<file path="config.mk">
export PLATFORM = sky130hd
export DESIGN_NAME = gray_mem_arb
export DESIGN_NICKNAME = d
export VERILOG_FILES = /design/src/rtl/gray_arb_pkg.sv /design/src/rtl/gray_arb_rr.sv /design/src/rtl/gray_mem_arb.sv
export SDC_FILE = /design/constraint.sdc
export NUM_CORES = 1
export LEC_CHECK = 0
export CAP_MARGIN = 15
export CORE_MARGIN = 1.5
export CORE_UTILIZATION = 32
export CTS_CLUSTER_DIAMETER = 100
export DETAILED_ROUTE_END_ITERATION = 10
export PLACE_DENSITY = 0.77
export SLEW_MARGIN = 0
export SYNTH_ARGS = -nofsm -noshare
export SYNTH_HDL_FRONTEND = slang
export SYNTH_HIERARCHICAL = 1
export SYNTH_SLANG_ARGS = --single-unit
</file>
<file path="constraint.sdc">
create_clock -name clk -period 1.7 [get_ports clk]
set_input_delay 0.255 -clock clk [delete_from_list [all_inputs] [get_ports clk]]
set_output_delay 0.255 -clock clk [all_outputs]
set_load 0.01 [all_outputs]
</file>
<file path="src/rtl/gray_arb_pkg.sv">
// Shared types and sizing for the gray-image memory read arbiter.
// Latency: n/a (package only).
// Backpressure: n/a (package only).
package gray_arb_pkg;

  localparam int ADDR_W   = 14;
  localparam int DATA_W   = 8;
  localparam int LOCK_MAX = 9;
  localparam int LOCK_CNT_W = 4;

  typedef enum logic [1:0] {
    ST_IDLE = 2'd0,
    ST_OWN0 = 2'd1,
    ST_OWN1 = 2'd2
  } arb_state_t;

endpackage

</file>
<file path="src/rtl/gray_arb_rr.sv">
// Two-way round-robin pick: one-hot grant from two requests and a last-served pointer.
// Latency: combinational.
// Backpressure: none; a requester that is not picked simply sees no grant.
// Ports: req0/req1 requests, last_served (1 = requester 1 served last), gnt one-hot {r1,r0}.
module gray_arb_rr (
  input  logic       req0,
  input  logic       req1,
  input  logic       last_served,
  output logic [1:0] gnt
);

  always_comb begin
    gnt = 2'b00;
    if (req0 && req1) begin
      // Contention: favour whoever was not served last.
      gnt = last_served ? 2'b01 : 2'b10;
    end else begin
      gnt = {req1, req0};
    end
  end

endmodule

</file>
<file path="src/rtl/gray_mem_arb.sv">
// Arbitrates two pixel readers onto one single-port gray memory (round-robin, optional lock bursts).
// Latency: grant same cycle as req, mem_en/mem_addr at N+1, rvalid/rdata at N+2; one read per cycle.
// Backpressure: a requester holds req/addr until it sees gnt; in-flight reads always complete.
// Ports: rX_req/rX_addr/rX_lock in, rX_gnt/rX_rvalid/rX_rdata out, mem_en/mem_addr/mem_rdata to memory, busy.
// Build option: define GRAY_ARB_LOCK_EN to enable lock-held ownership (OWN0/OWN1) with a LOCK_MAX cap.
module gray_mem_arb
  import gray_arb_pkg::*;
(
  input  logic              clk,
  input  logic              reset,
  input  logic              r0_req,
  input  logic [ADDR_W-1:0] r0_addr,
  input  logic              r0_lock,
  output logic              r0_gnt,
  output logic              r0_rvalid,
  output logic [DATA_W-1:0] r0_rdata,
  input  logic              r1_req,
  input  logic [ADDR_W-1:0] r1_addr,
  input  logic              r1_lock,
  output logic              r1_gnt,
  output logic              r1_rvalid,
  output logic [DATA_W-1:0] r1_rdata,
  output logic              mem_en,
  output logic [ADDR_W-1:0] mem_addr,
  input  logic [DATA_W-1:0] mem_rdata,
  output logic              busy
);

  arb_state_t state, state_nxt;
  logic       last_served, last_served_nxt;
  logic [1:0] rr_gnt;
  logic [1:0] gnt;
  logic       s1_id;

  gray_arb_rr u_rr (
    .req0        (r0_req),
    .req1        (r1_req),
    .last_served (last_served),
    .gnt         (rr_gnt)
  );

`ifdef GRAY_ARB_LOCK_EN
  localparam logic [LOCK_CNT_W-1:0] LOCK_LAST = LOCK_CNT_W'(LOCK_MAX - 1);
  logic [LOCK_CNT_W-1:0] lock_cnt, lock_cnt_nxt;
`else
  logic lock_unused;
  assign lock_unused = r0_lock ^ r1_lock;
`endif

  always_comb begin
    gnt             = 2'b00;
    state_nxt       = state;
    last_served_nxt = last_served;
`ifdef GRAY_ARB_LOCK_EN
    lock_cnt_nxt    = lock_cnt;
`endif
    // Grants are suppressed during reset so nothing is accepted that would be discarded.
    if (!reset) begin
      unique case (state)
        ST_OWN0: gnt = {1'b0, r0_req};
        ST_OWN1: gnt = {r1_req, 1'b0};
        default: gnt = rr_gnt;
      endcase
    end
    if (gnt != 2'b00) last_served_nxt = gnt[1];

`ifdef GRAY_ARB_LOCK_EN
    unique case (state)
      ST_OWN0: begin
        if (gnt[0]) begin
          // Release on an unlocked grant or when the burst cap is hit; last_served=0
          // then hands priority to requester 1.
          if (!r0_lock || lock_cnt == LOCK_LAST) begin
            state_nxt    = ST_IDLE;
            lock_cnt_nxt = '0;
          end else begin
            lock_cnt_nxt = lock_cnt + 1'b1;
          end
        end else if (!r0_lock) begin
          state_nxt    = ST_IDLE;
          lock_cnt_nxt = '0;
        end
      end
      ST_OWN1: begin
        if (gnt[1]) begin
          if (!r1_lock || lock_cnt == LOCK_LAST) begin
            state_nxt    = ST_IDLE;
            lock_cnt_nxt = '0;
          end else begin
            lock_cnt_nxt = lock_cnt + 1'b1;
          end
        end else if (!r1_lock) begin
          state_nxt    = ST_IDLE;
          lock_cnt_nxt = '0;
        end
      end
      default: begin
        if (gnt[0] && r0_lock) begin
          state_nxt    = ST_OWN0;
          lock_cnt_nxt = LOCK_CNT_W'(1);
        end else if (gnt[1] && r1_lock) begin
          state_nxt    = ST_OWN1;
          lock_cnt_nxt = LOCK_CNT_W'(1);
        end
      end
    endcase
`endif
  end

  always_ff @(posedge clk) begin
    if (reset) begin
      state       <= ST_IDLE;
      last_served <= 1'b1;
`ifdef GRAY_ARB_LOCK_EN
      lock_cnt    <= '0;
`endif
    end else begin
      state       <= state_nxt;
      last_served <= last_served_nxt;
`ifdef GRAY_ARB_LOCK_EN
      lock_cnt    <= lock_cnt_nxt;
`endif
    end
  end

  // Read pipeline: tag travels with the command so returns never depend on FSM state.
  always_ff @(posedge clk) begin
    if (reset) begin
      mem_en    <= 1'b0;
      mem_addr  <= '0;
      s1_id     <= 1'b0;
      r0_rvalid <= 1'b0;
      r1_rvalid <= 1'b0;
    end else begin
      mem_en    <= |gnt;
      s1_id     <= gnt[1];
      if (|gnt) mem_addr <= gnt[1] ? r1_addr : r0_addr;
      r0_rvalid <= mem_en && !s1_id;
      r1_rvalid <= mem_en &&  s1_id;
    end
  end

  assign r0_gnt   = gnt[0];
  assign r1_gnt   = gnt[1];
  assign r0_rdata = r0_rvalid ? mem_rdata : '0;
  assign r1_rdata = r1_rvalid ? mem_rdata : '0;
  assign busy     = mem_en || r0_rvalid || r1_rvalid || (state != ST_IDLE);

endmodule

</file>
==> results_dict.tcl <==
set metrics [dict create \
    place_hpwl_um 2080 \
    crit_slowest_cell "clkdlybuf4s50_1" \
    viasPerCell 4.83 \
    critPathMaxFanout 2 \
    hold_viol 0 \
    status "completed" \
    wl_per_cell_um 12.5 \
    synth_mux_area_share_pct 14.9 \
    synth_top_family_by_area "simple AND/OR/NAND/NOR gates" \
    synth-edff-count 0 \
    die_y_um 57.2 \
    crit_chain "clkdlybuf4s50_1 -> and2_1 -> clkdlybuf4s50_1" \
    cts_sinks 19 \
    critPathRequiredTime_ns 1.44 \
    ys_ff_latch 19 \
    synthesis.area_um2 940 \
    cts_setup_buffers 0 \
    tritoncts "built" \
    powerDensity_nw_per_um2 600 \
    cts_buffer_depth 2 \
    instances_no_fill 208 \
    grt_pass1_vias 1025 \
    yosysTopAreaCell "dfxtp_1" \
    root_buffer "clkbuf_4" \
    hold_class "reg2reg" \
    synth_cells 98 \
    worstSetupEndpointType "output pin" \
    synth_nets 140 \
    vias 1005 \
    htree_levels 1 \
    tns_ns 0 \
    area_growth_pct 88.1 \
    synthTopCellsByCount "dfxtp_1, and2_1, nor2b_1, a211oi_1, mux2i_1" \
    nNetsFinal 220 \
    grt-ovfl-total 0 \
    yosys.area_share.simple_pct 25.0 \
    synth_adder_area_share_pct 0 \
    post-route-drc-count 0 \
    cp_slowest_stage_delay_ns 0.53 \
    syn_area_per_cell_um2 9.59 \
    synth_flop_cell "dfxtp_1" \
    crit_type "in2out" \
    vdd.ir_drop.worst_v 0.000428 \
    start_util_pct 33.8 \
    cp_common_cell "clkdlybuf4s50_1" \
    synth_xor_area_share_pct 0 \
    grt_pass1_wl_um 4380 \
    yosysMostFrequentCell "dfxtp_1" \
    rsz0062_at_grt "false" \
    die_w_um 57.2 \
    grt_max_degree 17 \
    antenna_found_initial 0 \
    power_w 0.00106 \
    core_area_um2 2780 \
    clk_pin_slew_ns 0.11 \
    ys_types 17 \
    post-place-ws_ns -0.276 \
    fmax_mhz 604 \
    drt_wl_total_um 2600 \
    die-area_um2 3270 \
    cp.arrival_ns 1.40 \
    drt_iter0_drc 8 \
    yosysWarnings 6 \
    cp-start-kind "input port" \
    slew_headroom_pct 83.0 \
    antennaDiodeCount 0 \
    ant_nets 0 \
    grt_usage_pct 16.8 \
    synth_compound_area_share_pct 13.3 \
    drive_above_1_share_pct 7.34 \
    cp_num_buf_inv 2 \
    dp.cells 204 \
    ios 78 \
    async_flop_share_pct 0 \
    drv_slew 0 \
    period_share_pct 97.3 \
    cts_buffers 3 \
    cap_violations 0 \
    clkLatencyLatePin_ns 0.29 \
    cp_top_family "buffers and inverters" \
    dr.pass1.iters 2 \
    ys_seq_area_share_pct 40.5 \
    setup_slack_ns 0.0454 \
    finalSetupViolations 0 \
    fin_skew_ns 0.00366 \
    netlist_top_cells_area "dfxtp_1, mux2i_1, a211oi_1" \
    gp_congestion 0.711 \
    period_minus_slack_ns 1.65 \
    portBuffers 75 \
    p_leak_nw 0.731 \
    num_rows 19 \
    tightest_slew_ns 0.255 \
    synth_top_area_share_pct 40.5 \
]
-- sequential cells by signal (all words and copies together), names as in the netlist --
register	count
last_served	1
r1_rvalid	1
r0_rvalid	1
mem_addr	14
mem_en	1
s1_id	1
-- final cells by class --
type                    count  area, µm²
inverters                   3       11.3
well taps                  31       38.8
multi-input cells          70        508
flip-flops and latches     19        388
fillers                   237       1010
repair buffers             81        796
clock buffers               4       26.3
-- power by group --
| part | leakage, nW | switching, W | total (W) | internal, W |
|---|---|---|---|---|
| clock network | 0.0150 | 0.000136 | 0.000227 | 0.0000911 |
| registers | 0.159 | 0.0000227 | 0.000503 | 0.000480 |
| logic | 0.557 | 0.000116 | 0.000331 | 0.000214 |
| total | 0.731 | 0.000275 | 0.00106 | 0.000786 |
-- metrics by stage --
stage                     util [%]  hold WS, ns  area, µm²
final                         63.6        0.416       1770
after floorplan                  -        0.389        940
after CTS                     63.1        0.422       1760
after detailed placement      62.2        0.412       1730
after global routing          63.6        0.448       1770
after global placement        62.2        0.392       1730
-- final timing paths --
check           endpoint  slack, ns          from  cells after the start
max          r1_rdata[5]       0.05  mem_rdata[5]                      3
min            r0_rvalid       0.42         s1_id                      1
max reg2reg  mem_addr[3]       0.37   last_served                      5
min reg2reg    r0_rvalid       0.42         s1_id                      1
-- layer usage --
layer	vias up	GRT usage, %	wire length, µm
li1	497	-	-
met1	455	18.6	1030
met2	51	31.2	1320
met3	2	4.76	234
met4	0	4.98	11
met5	-	0	0
-- logic make-up after synthesis --
| group | Yosys count |
|---|---|
| AND/OR/NAND/NOR | 39 |
| flip-flops | 19 |
| AO/OA/AOI/OAI | 17 |
| multiplexers | 14 |
| buffers and inverters | 9 |
-- placed cells by master (no fill, tap or decap) --
master,Yosys,routed
o21ai_0,1,1
dfxtp_4,0,2
clkbuf_4,0,3
and2_1,16,16
buf_4,0,6
dfxtp_1,19,17
inv_1,3,3
or3_1,1,1
mux2i_1,14,14
nor2b_1,15,15
clkbuf_1,3,1
nor2_1,5,5
nor3b_1,1,1
dlymetal6s2s_1,0,1
clkdlybuf4s50_1,0,71
a21boi_2,0,2
and3b_1,1,1
a211oi_1,14,14
clkdlybuf4s15_1,0,1
dlygate4sd2_1,0,2
-- timing repair --
action                     CTS  global route
hold buffers                 0             0
setup endpoints to repair   18             7
gates cloned                 0             0
gates resized for setup      6             5
Power figures use the tool's default switching activity.
